$ cat src/rtl/m6502_bus_if.sv
// m6502 CPU bus bundle: the address/data/we_n/rdy signals between the core
// and a memory-mapped responder, plus the responder's active-low interrupt.
//
// Signals:
//   addr   [15:0]  CPU address bus                  (master -> slave)
//   wdata  [7:0]   CPU write data                   (master -> slave)
//   we_n           1 = read, 0 = write              (master -> slave)
//   rdata  [7:0]   read data, 0 when not selected   (slave -> master)
//   sel            responder window hit             (slave -> master)
//   rdy            0 = stall the CPU                (slave -> master)
//   irq_n          active-low interrupt request     (slave -> master)
interface m6502_bus_if;
   logic [15:0] addr;
   logic [7:0]  wdata;
   logic        we_n;
   logic [7:0]  rdata;
   logic        sel;
   logic        rdy;
   logic        irq_n;

   modport master (
      output addr, wdata, we_n,
      input  rdata, sel, rdy, irq_n
   );

   modport slave (
      input  addr, wdata, we_n,
      output rdata, sel, rdy, irq_n
   );
endinterface

$ cat src/rtl/m6502_periph_timer.sv
// m6502_periph_timer: memory-mapped responder on the m6502 bus. Decodes an
// 8-byte window at BASE, stretches reads by WAIT cycles through rdy, and
// hosts a 16-bit reloadable down-counter that raises irq_n on expiry.
//
// Parameters:
//   BASE  window base address (low 3 bits must be 0)
//   WAIT  read wait states, 0..3
// Ports:
//   clk   system clock, rising edge
//   res   synchronous active-high reset
//   bus   m6502_bus_if.slave (addr, wdata, we_n in; rdata, sel, rdy, irq_n out)
//
// Register map (addr[2:0]):
//   0 CTRL      RW  bit0 EN, bit1 IEN, bit2 AUTO
//   1 STATUS        bit0 EXP (write 1 to clear), bit7 EN (RO)
//   2 RELOAD_LO RW
//   3 RELOAD_HI RW  write also loads COUNT <= {wdata, RELOAD_LO}
//   4 COUNT_LO  RO  completing read latches COUNT[15:8] into SHADOW
//   5 COUNT_HI  RO  returns SHADOW
//   6 SCRATCH   RW
//   7 ID        RO  8'h65
module m6502_periph_timer #(
   parameter logic [15:0] BASE = 16'hD000,
   parameter int unsigned WAIT = 1
) (
   input  logic        clk,
   input  logic        res,
   m6502_bus_if.slave  bus
);

   typedef enum logic [2:0] {
      R_CTRL      = 3'd0,
      R_STATUS    = 3'd1,
      R_RELOAD_LO = 3'd2,
      R_RELOAD_HI = 3'd3,
      R_COUNT_LO  = 3'd4,
      R_COUNT_HI  = 3'd5,
      R_SCRATCH   = 3'd6,
      R_ID        = 3'd7
   } reg_off_e;

   localparam logic [1:0] WAIT_C = WAIT[1:0];
   localparam logic [7:0] ID_VAL = 8'h65;

   logic        en, ien, auto_rl, exp_flag;
   logic [15:0] reload, count;
   logic [7:0]  shadow, scratch;
   logic [1:0]  wcnt, wcnt_next;

   reg_off_e    off;
   logic        sel, wr_en, rd_req, rd_wait, rd_done, expire;

   assign off     = reg_off_e'(bus.addr[2:0]);
   assign sel     = (bus.addr[15:3] == BASE[15:3]);
   assign wr_en   = sel & ~bus.we_n;
   assign rd_req  = sel & bus.we_n;
   assign rd_wait = rd_req & (wcnt != WAIT_C);
   assign rd_done = rd_req & (wcnt == WAIT_C);
   // Expiry is evaluated on the pre-edge state so bus writes in the same
   // cycle can be given priority over the timer's own updates.
   assign expire  = en & (count == 16'h0000);

   assign bus.sel   = sel;
   assign bus.rdy   = ~rd_wait;
   // Decoded from registers only: no bus input reaches the interrupt line.
   assign bus.irq_n = ~(exp_flag & ien);

   // Wait counter: counts up while a read is stalled; any completion, abort
   // or non-read cycle returns it to 0 so the next read pays the full WAIT.
   always_comb begin
      // NOTE: default assigned first so every path drives the signal and no latch is inferred.
      wcnt_next = 2'd0;
      if (rd_wait) begin
         wcnt_next = wcnt + 2'd1;
      end
   end

   always_comb begin
      bus.rdata = 8'h00;
      if (sel) begin
         case (off)
            R_CTRL:      bus.rdata = {5'b0, auto_rl, ien, en};
            R_STATUS:    bus.rdata = {en, 6'b0, exp_flag};
            R_RELOAD_LO: bus.rdata = reload[7:0];
            R_RELOAD_HI: bus.rdata = reload[15:8];
            R_COUNT_LO:  bus.rdata = count[7:0];
            R_COUNT_HI:  bus.rdata = shadow;
            R_SCRATCH:   bus.rdata = scratch;
            R_ID:        bus.rdata = ID_VAL;
            default:     bus.rdata = 8'h00;
         endcase
      end
   end

   // Timer updates come first; the bus-write block follows so that, with
   // last-assignment-wins, register writes override the timer for EN and
   // COUNT. EXP clear is explicitly suppressed on an expiry edge instead.
   always_ff @(posedge clk) begin
      // NOTE: sequential state uses non-blocking assignments so every register samples pre-edge values.
      if (res) begin
         // NOTE: every register here is small control state, so all of it is reset; there is no memory array.
         en       <= 1'b0;
         ien      <= 1'b0;
         auto_rl  <= 1'b0;
         exp_flag <= 1'b0;
         reload   <= 16'h0000;
         count    <= 16'h0000;
         shadow   <= 8'h00;
         scratch  <= 8'h00;
         wcnt     <= 2'd0;
      end else begin
         wcnt <= wcnt_next;

         if (en) begin
            if (count == 16'h0000) begin
               exp_flag <= 1'b1;
               if (auto_rl) begin
                  count <= reload;
               end else begin
                  en <= 1'b0;
               end
            end else begin
               count <= count - 16'd1;
            end
         end

         if (wr_en) begin
            case (off)
               R_CTRL: begin
                  en      <= bus.wdata[0];
                  ien     <= bus.wdata[1];
                  auto_rl <= bus.wdata[2];
               end
               R_STATUS: begin
                  if (bus.wdata[0] && !expire) begin
                     exp_flag <= 1'b0;
                  end
               end
               R_RELOAD_LO: reload[7:0] <= bus.wdata;
               R_RELOAD_HI: begin
                  reload[15:8] <= bus.wdata;
                  count        <= {bus.wdata, reload[7:0]};
               end
               R_SCRATCH:   scratch <= bus.wdata;
               default: ;
            endcase
         end

         // SHADOW latches only when the COUNT_LO read actually completes.
         if (rd_done && (off == R_COUNT_LO)) begin
            shadow <= count[15:8];
         end
      end
   end

endmodule

$ cat src/flat_wrapper.sv
// flat-port wrapper written by rule: the top's interface ports become plain ports
module m6502_periph_timer_flat 
#(
   parameter logic [15:0] BASE = 16'hD000,
   parameter int unsigned WAIT = 1
)
  (clk, res, bus_addr, bus_wdata, bus_we_n, bus_rdata, bus_sel, bus_rdy, bus_irq_n);
  m6502_bus_if bus_i ();
  input  logic clk;
  input  logic res;
  input wire logic [$bits(bus_i.addr)-1:0] bus_addr;
  input wire logic [$bits(bus_i.wdata)-1:0] bus_wdata;
  input wire logic [$bits(bus_i.we_n)-1:0] bus_we_n;
  output wire logic [$bits(bus_i.rdata)-1:0] bus_rdata;
  output wire logic [$bits(bus_i.sel)-1:0] bus_sel;
  output wire logic [$bits(bus_i.rdy)-1:0] bus_rdy;
  output wire logic [$bits(bus_i.irq_n)-1:0] bus_irq_n;
  assign bus_i.addr = bus_addr;
  assign bus_i.wdata = bus_wdata;
  assign bus_i.we_n = bus_we_n;
  assign bus_rdata = bus_i.rdata;
  assign bus_sel = bus_i.sel;
  assign bus_rdy = bus_i.rdy;
  assign bus_irq_n = bus_i.irq_n;
  m6502_periph_timer #(.BASE(BASE), .WAIT(WAIT)) u_core (.clk(clk), .res(res), .bus(bus_i));
endmodule
$ cat config.mk
export PLATFORM = sky130hd
export DESIGN_NAME = m6502_periph_timer_flat
export DESIGN_NICKNAME = d
export VERILOG_FILES = /design/src/rtl/m6502_bus_if.sv /design/src/rtl/m6502_periph_timer.sv /design/src/flat_wrapper.sv
export SDC_FILE = /design/constraint.sdc
export NUM_CORES = 1
export LEC_CHECK = 0
export BUFFER_PORTS_ARGS = -buffer_cell sky130_fd_sc_hd__clkbuf_2
export CORE_ASPECT_RATIO = 1.2
export CORE_MARGIN = 5
export CORE_UTILIZATION = 35
export DETAILED_ROUTE_END_ITERATION = 8
export SLEW_MARGIN = 10
export SYNTH_ARGS = -nofsm -noshare
export SYNTH_HDL_FRONTEND = slang
export SYNTH_SLANG_ARGS = --single-unit
$ cat constraint.sdc
create_clock -name clk -period 5.1 [get_ports clk]
set_input_delay 0.51 -clock clk [delete_from_list [all_inputs] [get_ports clk]]
set_output_delay 0.51 -clock clk [all_outputs]
set_load 0.02 [all_outputs]
==> summary.txt, run 1 <==
Global route
  • Vias in the first global route: 2,938
  • First-pass GRT wire length: 15,500 um
  • Largest net degree at the start of global routing: 50
  • GRT overflow: 0
  • Initial antenna violation count: 0
  • GRT Total Usage: 18.2%

Synth
  • Ys async rst share: 0%
  • Count of cell types in the netlist: 53
  • Cells after Synth: 372
  • Cell area after synthesis: 3080 sq um
  • Post-synthesis sequential area ratio: 35.2%
  • Ys flop type: dfxtp_1
  • Synth Register Bits: 54
  • Mean Syn Cell Area: 8.27 sq um
  • EDFF count, synth: 0
  • Syn_nets: 402
  • Yosys warns: 0

Floorplan
  • Core footprint: 8560 sq um
  • Full die area: 10,800 sq um
  • Die X-Extent: 95.6 um
  • Rows: 37
  • Die Height: 113 um
  • # IOs: 38
  • Initial Utilization: 35.9%

STA
  • Setup Viol. Count Final: 0
  • Slew at the pin closest to its max-slew limit: 0.984 ns
  • Setup TNS: 0 ns
  • Fin. max-slew vios: 0
  • WHS: 0.446 ns
  • Slew headroom: 33.8%
  • Period utilization: 55.3%
  • Final hold vios: 0
  • Crit path time final: 2.82 ns
  • Clk_skew: 0.0126 ns
  • Max Freq: 0.355 GHz
  • RSZ-0062 raised after global routing: no

Placed design
  • Gpl congestion: 0.943
  • Port bufs: 37
  • Final HPWL DP: 6990 um
  • Dpl cells: 502

Setup path
  • Worst R2R Setup Slack: 2.28 ns
  • Slowest stage delay, CP: 0.73 ns
  • Worst R2R Start: u_core.count[0]$_SDFF_PP0_
  • Critical-path cell list: inv_1 > ha_1 > or4b_1 > nor4_4 > nand3b_1 > mux2_2 > a221oi_1
  • Required @ worst endpoint: 5.32 ns
  • Critical path endpoint: u_core.count[3]$_SDFF_PP0_
  • Critical path type: reg -> reg
  • Crit end category: register
  • Arr. time, crit path: 3.04 ns
  • CP Launch Point: u_core.count[0]$_SDFF_PP0_
  • Crit path depth: 7
  • FF-to-FF End: u_core.count[3]$_SDFF_PP0_
  • CP delay by family, top: simple AND/OR/NAND/NOR gates
  • R2R cell count: 7
  • Critical path's slowest cell: nor4_4
  • Worst-path fanout max: 13
  • CP Launch Type: register
  • Crit path buffers/inverters: 1

Drt
  • Post-DRT Antenna Nets: 0
  • Via count: 3,015
  • Initial DRC Count: 227
  • WL final: 9460 um
  • Residual DRC: 0
  • Drt wl/cell: 18.6 um
  • Initial DRT Pass Iterations: 6
  • Via density per instance: 5.91

Pwr
  • Leak: 1.24 nW
  • Worst-case vdd ir drop: 0.000120 V
  • Cell Pwr Density: 228 nW/um^2

CTS
  • Cts hold-fix bufs: 0
  • Clock Sink Count: 54
  • Total CTS buffers: 5
  • Max clock buf depth: 2
  • H-tree depth: 2
  • CTS tree: done
  • Setup Buffers After CTS: 0
  • Clock transition at path regs: 0.11 ns
  • Root buffer cell: clkbuf_8
  • Clock Latency Late Sink: 0.32 ns
  • PostCTS Resize Cnt: 0

Layout
  • Area grow syn2layout: 11.0%
  • ANT cells: 0
  • Cell Count, Final, Fillers Out: 510
  • Nets: 422
  • Most frequent cells in the layout: dfxtp_1 (54), nor2_1 (46), clkbuf_2 (37), nand2_1 (36), mux2i_1 (33)
  • Share of cells above drive strength 1: 15.0%
  • Fin util: 39.9%
  • Commonest non-fill, non-tap cell in the layout: dfxtp_1

Status
  • Status: finished, final reports clean

Run
  • Max cap viols: 0

Hold path
  • Hold Crit Class: reg -> reg
## report_power, final
group          internal (mW)  switching (mW)  total [mW]
Combinational         0.0161          0.0321      0.0482
Sequential             0.421      0.00000468       0.421
Clock                  0.150           0.158       0.308
Total                  0.587           0.190       0.777
## synth_stat cells, types with 5 or more instances
master / number / area [sq um]
mux2i_1: 33 / 330
clkbuf_1: 15 / 56.3
nor4_1: 7 / 43.8
a211oi_1: 7 / 52.6
inv_1: 8 / 30.0
a21oi_1: 23 / 115
nand3b_1: 5 / 37.5
nor2_1: 46 / 173
a221oi_1: 6 / 52.6
nand4_1: 6 / 37.5
nor3_1: 10 / 50.1
o21ai_0: 15 / 75.1
mux2_2: 5 / 56.3
dfxtp_1: 54 / 1080
nor2b_1: 9 / 56.3
nand2_1: 36 / 135
nand3_1: 8 / 40.0
## kinds of logic (layout without fill, tap and decap cells)
kind of cell | Yosys count | count (layout) | share of synthesized area, %
simple gates | 154 | 154 | 26.1
compound gates | 87 | 87 | 19.3
buf+inv | 35 | 56 | 5.17
fa+ha+maj | 3 | 3 | 1.22
flops | 54 | 54 | 35.2
mux | 39 | 39 | 13.1
## registers in the layout (all words and copies together) (netlist names)
name,count
u_core.count,16
u_core.reload,16
u_core.scratch,8
u_core.shadow,8
u_core.wcnt,2
u_core.auto_rl,1
u_core.en,1
u_core.exp_flag,1
u_core.ien,1
## worst min-delay path by stage
stage | start | end | slack, ns | depth (start not counted)
3_5_place_dp | u_core.wcnt[0]$_SDFF_PP0_ | u_core.wcnt[0]$_SDFF_PP0_ | 0.43 | 1
6_report | u_core.wcnt[0]$_SDFF_PP0_ | u_core.wcnt[0]$_SDFF_PP0_ | 0.45 | 1
4_1_cts | u_core.wcnt[0]$_SDFF_PP0_ | u_core.wcnt[0]$_SDFF_PP0_ | 0.45 | 1
2_1_floorplan | u_core.wcnt[0]$_SDFF_PP0_ | u_core.wcnt[0]$_SDFF_PP0_ | 0.41 | 1
5_1_grt | u_core.wcnt[0]$_SDFF_PP0_ | u_core.wcnt[0]$_SDFF_PP0_ | 0.48 | 1
3_3_place_gp | u_core.wcnt[0]$_SDFF_PP0_ | u_core.wcnt[0]$_SDFF_PP0_ | 0.42 | 1
## metrics by stage
step / worst slack (ns) / total power, mW / cell area (sq um)
floorplan: 2.61 / 0.457 / 3080
global placement: 2.14 / 0.479 / 3300
detailed placement: 2.14 / 0.479 / 3300
CTS: 2.28 / 0.783 / 3410
global route: 2.16 / 0.803 / 3410
finish: 2.28 / 0.777 / 3410
## cell type report
type / count / area (sq um)
clock buffers: 5 / 68.8
clock inverters: 3 / 48.8
fillers: 873 / 5150
inverters: 9 / 33.8
multi-input cells: 283 / 1840
flip-flops and latches: 54 / 1080
well taps: 117 / 146
repair buffers: 39 / 200
## metal layers
layer / vias up / part of all wire, % / GRT usage [%]
met4: 0 / 3.9 / 8.16
met2: 142 / 47 / 28.5
met1: 1426 / 44 / 24.3
met3: 26 / 5.8 / 2.95
met5: - / 0 / 0
li1: 1421 / - / -
Power figures use the tool's default switching activity.
==> run 2, diff against run 1 <==
--- a/config.mk
+++ b/config.mk
@@ -5,6 +5,7 @@
 export SDC_FILE = /design/constraint.sdc
 export NUM_CORES = 1
 export LEC_CHECK = 0
+export ABC_AREA = 1
 export BUFFER_PORTS_ARGS = -buffer_cell sky130_fd_sc_hd__clkbuf_2
 export CORE_ASPECT_RATIO = 1.2
 export CORE_MARGIN = 5
==> constraint.sdc (replaced) <==
create_clock -name clk -period 2.4 [get_ports clk]
set_input_delay 0.24 -clock clk [delete_from_list [all_inputs] [get_ports clk]]
set_output_delay 0.24 -clock clk [all_outputs]
set_load 0.02 [all_outputs]
==> run 2 against run 1 <==
First-iteration DRC count is 59% higher. Flip-flop and latch count did not move. Hold slack lost 0.18 ns. Sequential power grew 110%. Critical endpoint is now bus_rdata[4]. Via count up 14%. Highest routed layer unchanged. Final cell count rose by 30%.
==> summary.txt, run 2 <==
Drt
  • Post-DRT Antenna Nets: 0 (unchanged)
  • Via count: 3,452 (+14%)
  • Residual DRC: 0 (unchanged)
  • WL final: 10,600 um (+12%)
  • Initial DRT Pass Iterations: 5 (-1)
  • Drt wl/cell: 16.0 um (-13%)
  • Initial DRC Count: 360 (+59%)
  • Via density per instance: 5.22 (-12%)

Synth
  • Cell area after synthesis: 3360 sq um (+9.4%)
  • Cells after Synth: 506 (+36%)
  • Ys flop type: dfxtp_1
  • Ys async rst share: 0% (unchanged)
  • Syn_nets: 536 (+33%)
  • Post-synth top area cell: dfxtp_1
  • Synth top area share: 32.1% (-3.0 points)
  • Top post-synthesis cells by count: nand2_1 (99), nor2_1 (86), inv_1 (61), dfxtp_1 (54), nand3_1 (41)
  • Synth Register Bits: 54 (unchanged)
  • Count of cell types in the netlist: 36 (-32%)
  • Count leader, synth: nand2_1
  • Post-synthesis sequential area ratio: 32.1% (-3.0 points)
  • Synth area leaders: dfxtp_1 (32%), nand2_1 (11%), nor2_1 (9.6%), inv_1 (6.8%), nand3_1 (6.1%)
  • Yosys warns: 0 (unchanged)
  • Mean Syn Cell Area: 6.65 sq um (-20%)
  • EDFF count, synth: 0 (unchanged)

Layout
  • Share of cells above drive strength 1: 16.7% (+1.7 points)
  • Layout fillers: 1,037 (+19%)
  • ANT cells: 0 (unchanged)
  • Area grow syn2layout: 12.3%
  • Top flop regs: u_core.count (16), u_core.reload (16)
  • Most frequent cells in the layout: nand2_1 (99), nor2_1 (86), inv_1 (61), dfxtp_1 (54), nand3_1 (41)
  • Commonest non-fill, non-tap cell in the layout: nand2_1
  • Nets: 567 (+34%)

CTS
  • H-tree depth: 2 (unchanged)
  • CTS tree: done
  • Clock Latency Late Sink: 0.30 ns (-0.02 ns)
  • Total CTS buffers: 5 (unchanged)
  • Cts hold-fix bufs: 0 (unchanged)
  • Clock transition at path regs: 0.07 ns (-0.04 ns)
  • Max clock buf depth: 2 (unchanged)
  • Root buffer cell: clkbuf_16
  • Clock Sink Count: 54 (unchanged)
  • Setup Buffers After CTS: 0 (unchanged)
  • PostCTS Resize Cnt: 0 (unchanged)

Global route
  • First-pass GRT wire length: 17,500 um (+13%)
  • Initial antenna violation count: 0 (unchanged)
  • Vias in the first global route: 3,289 (+12%)
  • GRT overflow: 0 (unchanged)
  • Largest net degree at the start of global routing: 32 (-36%)
  • GRT Total Usage: 18.9% (+0.70 points)

Setup path
  • Arr. time, crit path: 1.70 ns (-1.34 ns)
  • Required @ worst endpoint: 2.16 ns (-3.16 ns)
  • Crit end category: output port
  • Critical-path cell list: clkbuf_2 > inv_1 > nor2_1 > nand2_1 > nor2_2 > nand2_2 > inv_1 > nand2_1 > a31oi_1 > clkbuf_2
  • Critical path type: in -> out
  • CP Launch Type: input pin
  • Worst-path fanout max: 7 (-6)
  • Critical path's slowest cell: a31oi_1
  • Slowest stage delay, CP: 0.28 ns (-0.45 ns)

Floorplan
  • Rows: 39 (+5.4%)
  • Die X-Extent: 99.5 um (+4.1%)
  • # IOs: 38 (unchanged)
  • Die Height: 117 um (+4.2%)
  • Core footprint: 9470 sq um (+11%)
  • Initial Utilization: 35.5% (-0.37 points)
  • Full die area: 11,700 sq um (+8.5%)

STA
  • Fin. max-slew vios: 0 (unchanged)
  • Setup Viol. Count Final: 0 (unchanged)
  • Slew at the pin closest to its max-slew limit: 0.537 ns (-0.447 ns)
  • Max Freq: 0.516 GHz
  • Crit path time final: 1.94 ns
  • Slew headroom: 64.2% (+30 points)
  • RSZ-0062 raised after global routing: no
  • Final hold vios: 0 (unchanged)
  • Period utilization: 80.7%
  • Setup TNS: 0 ns (unchanged)
  • Clk_skew: 0.00969 ns (-0.00293 ns)

Hold path
  • Hold Crit Class: in -> reg

Pwr
  • Worst-case vdd ir drop: 0.000307 V (+160%)
  • Total power: 1.74 mW (+120%)
  • Cell Pwr Density: 460 nW/um^2 (+100%)
  • Leak: 1.73 nW (+40%)

Placed design
  • Port bufs: 37 (unchanged)
  • Final HPWL DP: 8450 um (+21%)
  • Gpl congestion: 0.939 (-0.46%)

Status
  • Status: finished, final reports clean

Run
  • Max cap viols: 0 (unchanged)
-- run 2: cell count changes after synthesis, moves of 7 or more --
cell,before,now
o21ai_0,15,24
nand2_1,36,99
a211oi_2,1,16
clkbuf_1,15,8
a21oi_1,23,37
nor2_1,46,86
mux2i_1,33,0
nand3_1,8,41
inv_1,8,61
nor4_1,7,0
nor2b_1,9,0
-- run 2: logic make-up (layout without fill, tap and decap cells) --
family                     count (synthesis)  in the layout  share of synthesized area [%]
AOI/OAI and AO/OA                         99             99                           19.7
xor gates and xnor gates                   1              1                          0.260
adders and majority gates                  3              3                           1.12
buffers and inverters                     84            116                           10.6
DFF                                       54             54                           32.1
and+or+nand+nor                          265            265                           36.1
-- run 2: worst max-delay path, delay by kind of cell --
| kind | cells | cell delay (ns) |
|---|---|---|
| AO/OA/AOI/OAI | 1 | 0.28 |
| AND/OR/NAND/NOR | 5 | 0.63 |
| buffers and inverters | 4 | 0.54 |
-- run 2: final timing paths --
check / from / cells past startpoint / slack, ns / endpoint
min: bus_wdata[4] / 3 / 0.26 / u_core.reload[12]$_SDFFE_PP0P_
max reg2reg: u_core.count[12]$_SDFF_PP0_ / 9 / 0.49 / u_core.count[4]$_SDFF_PP0_
min reg2reg: u_core.wcnt[0]$_SDFF_PP0_ / 1 / 0.43 / u_core.wcnt[0]$_SDFF_PP0_
max: bus_addr[12] / 10 / 0.46 / bus_rdata[4]
-- run 2: power by group --
| group | switching (mW) | internal [mW] | total (mW) | leakage, nW |
|---|---|---|---|---|
| Sequential | 0.00000986 | 0.895 | 0.895 | 0.435 |
| Combinational | 0.0663 | 0.0269 | 0.0931 | 1.23 |
| Clock | 0.358 | 0.393 | 0.751 | 0.0704 |
| Total | 0.424 | 1.31 | 1.74 | 1.73 |
-- run 2: final cells by class --
type	instances	area (sq um)	share of cell area, %
clock buffers	5	125	3.31
clock inverters	3	25.0	0.662
inverters	67	253	6.69
multi-input cells	368	1930	51.0
flip-flops and latches	54	1080	28.6
well taps	123	154	4.07
repair buffers	41	215	5.70
-- run 2: metrics by stage --
| step | setup slack (ns) | instance area (sq um) | cells | util [%] | hold slack, ns |
|---|---|---|---|---|---|
| 6_report | 0.463 | 3780 | 661 | 39.9 | 0.262 |
| 5_1_grt | 0.233 | 3780 | 661 | 39.9 | 0.260 |
| 4_1_cts | 0.492 | 3780 | 661 | 39.9 | 0.259 |
| 3_5_place_dp | 0.492 | 3630 | 653 | 38.3 | 0.425 |
| 3_3_place_gp | 0.529 | 3630 | 653 | 38.3 | 0.408 |
| 2_1_floorplan | 0.664 | 3360 | 506 | - | 0.399 |
-- run 2: layer usage --
metal	global-route usage (%)	up-vias	part of all wire (%)
met3	2.61	21	4.6
met2	31.9	115	50
met4	7.86	0	3.3
li1	-	1724	-
met1	23.8	1592	42
met5	0	-	0
==> run 3, diff against run 2 <==
--- a/config.mk
+++ b/config.mk
@@ -5,7 +5,7 @@
 export SDC_FILE = /design/constraint.sdc
 export NUM_CORES = 1
 export LEC_CHECK = 0
-export ABC_AREA = 1
+export ABC_AREA = 0
 export BUFFER_PORTS_ARGS = -buffer_cell sky130_fd_sc_hd__clkbuf_2
 export CORE_ASPECT_RATIO = 1.2
 export CORE_MARGIN = 5
==> constraint.sdc (replaced) <==
create_clock -name clk -period 1.8 [get_ports clk]
set_input_delay 0.18 -clock clk [delete_from_list [all_inputs] [get_ports clk]]
set_output_delay 0.18 -clock clk [all_outputs]
set_load 0.02 [all_outputs]
==> run 3 against run 2 <==
The flow now finishes with violations (negative setup slack). Power up 21%. Routed wire length down 2.7%. Via count down 6.0%. Utilization up 9.1 points. Largest power group unchanged.
==> summary.txt, run 3 (synthesis gave the netlist of run 1 again) <==
Status
  • Status: finished with violations
  • Violated checks: negative setup slack

Setup path
  • Critical path type: reg -> reg
  • Arr. time, crit path: 2.40 ns (+0.70 ns)
  • R2R cell count: 8 (-1)
  • Crit end category: register
  • Worst R2R Start: u_core.count[0]$_SDFF_PP0_
  • Critical-path cell list: inv_2 > ha_4 > or4b_4 > nor4_4 > buf_6 > nand3b_1 > mux2_4 > a221oi_2
  • Slowest stage delay, CP: 0.48 ns (+0.20 ns)
  • Required @ worst endpoint: 2.04 ns (-0.12 ns)
  • Worst R2R Setup Slack: -0.35 ns (-0.84 ns)
  • Worst-path fanout max: 6 (-1)
  • FF-to-FF End: u_core.count[3]$_SDFF_PP0_
  • CP Launch Type: register
  • Critical path's slowest cell: or4b_4

Drt
  • Via count: 3,246 (-6.0%)
  • Drt wl/cell: 17.6 um (+9.4%)
  • Residual DRC: 0 (unchanged)
  • Post-DRT Antenna Nets: 0 (unchanged)
  • Initial DRC Count: 210 (-42%)
  • Initial DRT Pass Iterations: 5 (unchanged)
  • Via density per instance: 5.52 (+5.7%)
  • WL final: 10,300 um (-2.7%)

Floorplan
  • Die X-Extent: 95.6 um (-3.9%)
  • # IOs: 38 (unchanged)
  • Full die area: 10,800 sq um (-7.8%)
  • Die Height: 113 um (-4.0%)
  • Initial Utilization: 35.9% (+0.37 points)
  • Rows: 37 (-5.1%)
  • Core footprint: 8560 sq um (-9.5%)

Global route
  • Vias in the first global route: 3,277 (-0.36%)
  • Initial antenna violation count: 0 (unchanged)
  • Largest net degree at the start of global routing: 30 (-6.3%)
  • GRT overflow: 0 (unchanged)
  • GRT Total Usage: 19.7% (+0.81 points)
  • First-pass GRT wire length: 16,700 um (-4.8%)

Placed design
  • Gpl congestion: 0.953 (+1.5%)
  • Final HPWL DP: 7980 um (-5.6%)
  • Dpl cells: 573 (-12%)
  • Port bufs: 37 (unchanged)

CTS
  • Clock transition at path regs: 0.11 ns (+0.04 ns)
  • Max clock buf depth: 2 (unchanged)
  • Root buffer cell: clkbuf_8
  • Cts hold-fix bufs: 0 (unchanged)
  • Total CTS buffers: 5 (unchanged)
  • H-tree depth: 2 (unchanged)
  • Clock Latency Late Sink: 0.32 ns (+0.02 ns)
  • Clock Sink Count: 54 (unchanged)
  • CTS tree: done

Layout
  • Top flop regs: u_core.count (16), u_core.reload (16)
  • Nets: 500 (-12%)
  • Cell Count, Final, Fillers Out: 588 (-11%)
  • Fin util: 49.0% (+9.1 points)
  • ANT cells: 0 (unchanged)
  • Share of cells above drive strength 1: 36.5% (+20 points)
  • Most frequent cells in the layout: buf_4 (74), dfxtp_1 (47), nor2_1 (44), clkbuf_2 (34)
  • Area grow syn2layout: 36.4%
  • Layout fillers: 829 (-20%)
  • Commonest non-fill, non-tap cell in the layout: buf_4

STA
  • Clk_skew: 0.0126 ns (+0.00292 ns)
  • Setup TNS: -4.53 ns (-4.53 ns)
  • Crit path time final: 2.15 ns
  • Slew headroom: 65.4% (+1.2 points)
  • RSZ-0062 raised after global routing: yes
  • Max Freq: 0.464 GHz
  • PnR worst setup slack: -0.353 ns (-0.815 ns)
  • Slew at the pin closest to its max-slew limit: 0.518 ns (-0.0193 ns)
  • Fin. max-slew vios: 0 (unchanged)
  • Setup Viol. Count Final: 18 (+18)
  • Final hold vios: 0 (unchanged)
  • Period utilization: 120%

Pwr
  • Cell Pwr Density: 499 nW/um^2 (+8.5%)
  • Sw Ratio: 26.3% (+1.9 points)
  • Switching pwr: 0.551 mW (+30%)
  • Leak: 1.70 nW (-2.0%)
  • Int Pwr: 1.54 mW (+17%)
  • Comb power frac: 7.5% (+2.1 points)
  • Sequential share of power: 57.0% (+5.5 points)
  • Clk pwr share: 35.5% (-7.7 points)
  • Worst-case vdd ir drop: 0.000429 V (+40%)

Run
  • Max cap viols: 0 (unchanged)

Hold path
  • Hold path cells: 3 (unchanged)
  • Hold Path Sink: u_core.reload[14]$_SDFFE_PP0P_
  • Hold Crit Class: in -> reg
  • Hold path start: bus_wdata[6]
## run 3: cell types whose count changed in the layout (fill, tap and decap cells not counted), moves of 20 or more
| cell | previous run | this run |
|---|---|---|
| nand2_1 | 99 | 33 |
| nor2_1 | 86 | 44 |
| inv_1 | 61 | 6 |
| mux2i_1 | 0 | 33 |
| a21oi_1 | 37 | 17 |
| nand3_1 | 41 | 7 |
| buf_4 | 4 | 74 |
## run 3: area by class of cell
| class | count | area (sq um) | area share [%] |
|---|---|---|---|
| clock buffers | 5 | 68.8 | 1.64 |
| clock inverters | 3 | 28.8 | 0.686 |
| repair buffers | 117 | 841 | 20.0 |
| inverters | 9 | 33.8 | 0.805 |
| well taps | 117 | 146 | 3.49 |
| flip-flops and latches | 54 | 1090 | 26.0 |
| multi-input cells | 283 | 1990 | 47.4 |
## run 3: worst max path at each step
stage	from	to	slack, ns	cells past startpoint
finish	u_core.count[0]$_SDFF_PP0_	u_core.count[3]$_SDFF_PP0_	-0.35	8
detailed placement	u_core.count[0]$_SDFF_PP0_	u_core.count[10]$_SDFF_PP0_	-0.49	9
global placement	u_core.count[0]$_SDFF_PP0_	u_core.count[10]$_SDFF_PP0_	-0.44	9
CTS	u_core.count[0]$_SDFF_PP0_	u_core.count[3]$_SDFF_PP0_	-0.34	8
floorplan	u_core.count[0]$_SDFF_PP0_	u_core.count[3]$_SDFF_PP0_	-0.34	8
global route	u_core.count[1]$_SDFF_PP0_	u_core.count[3]$_SDFF_PP0_	-0.45	8
## run 3: timing repair
| item | in CTS | in global routing |
|---|---|---|
| endpoints found under the setup margin | 20 | 25 |
| gates cloned | 0 | 0 |
| pin swaps | 12 | 11 |
| setup buffers | 4 | 5 |
| gates resized for setup | 23 | 21 |
## run 3: power groups by stage
stage | Sequential (mW) | Clock, mW | Combinational, mW
floorplan | 1.22 | 0 | 0.0734
global placement | 1.22 | 0 | 0.154
detailed placement | 1.22 | 0 | 0.156
CTS | 1.19 | 0.762 | 0.157
global route | 1.19 | 0.805 | 0.172
finish | 1.19 | 0.744 | 0.158
## run 3: layer usage
layer  up-vias  part of all wire, %  global-route usage, %
met5         -                    0                      0
met4         0                  1.8                   6.17
met3        13                  4.1                   2.68
met2        88                   50                   32.9
met1      1577                   44                   25.9
li1       1568                    -                      -
## run 3: worst max-delay path: cells and delay by family, from the launching register on
family,cells,cell delay [ns]
and+or+nand+nor,3,0.87
DFF,1,0.34
muxes,1,0.31
buffers and inverters,2,0.25
AOI/OAI and AO/OA,1,0.20
adders and majority gates,1,0.12
## run 3: per-stage QoR
step	worst slack, ns	instance area (sq um)	hold slack, ns	total power, mW
after CTS	-0.335	4100	0.151	2.11
after detailed placement	-0.495	3880	0.431	1.38
final	-0.353	4200	0.157	2.10
after floorplan	-0.345	3110	0.297	1.29
after global placement	-0.443	3880	0.414	1.38
after global routing	-0.450	4200	0.160	2.17
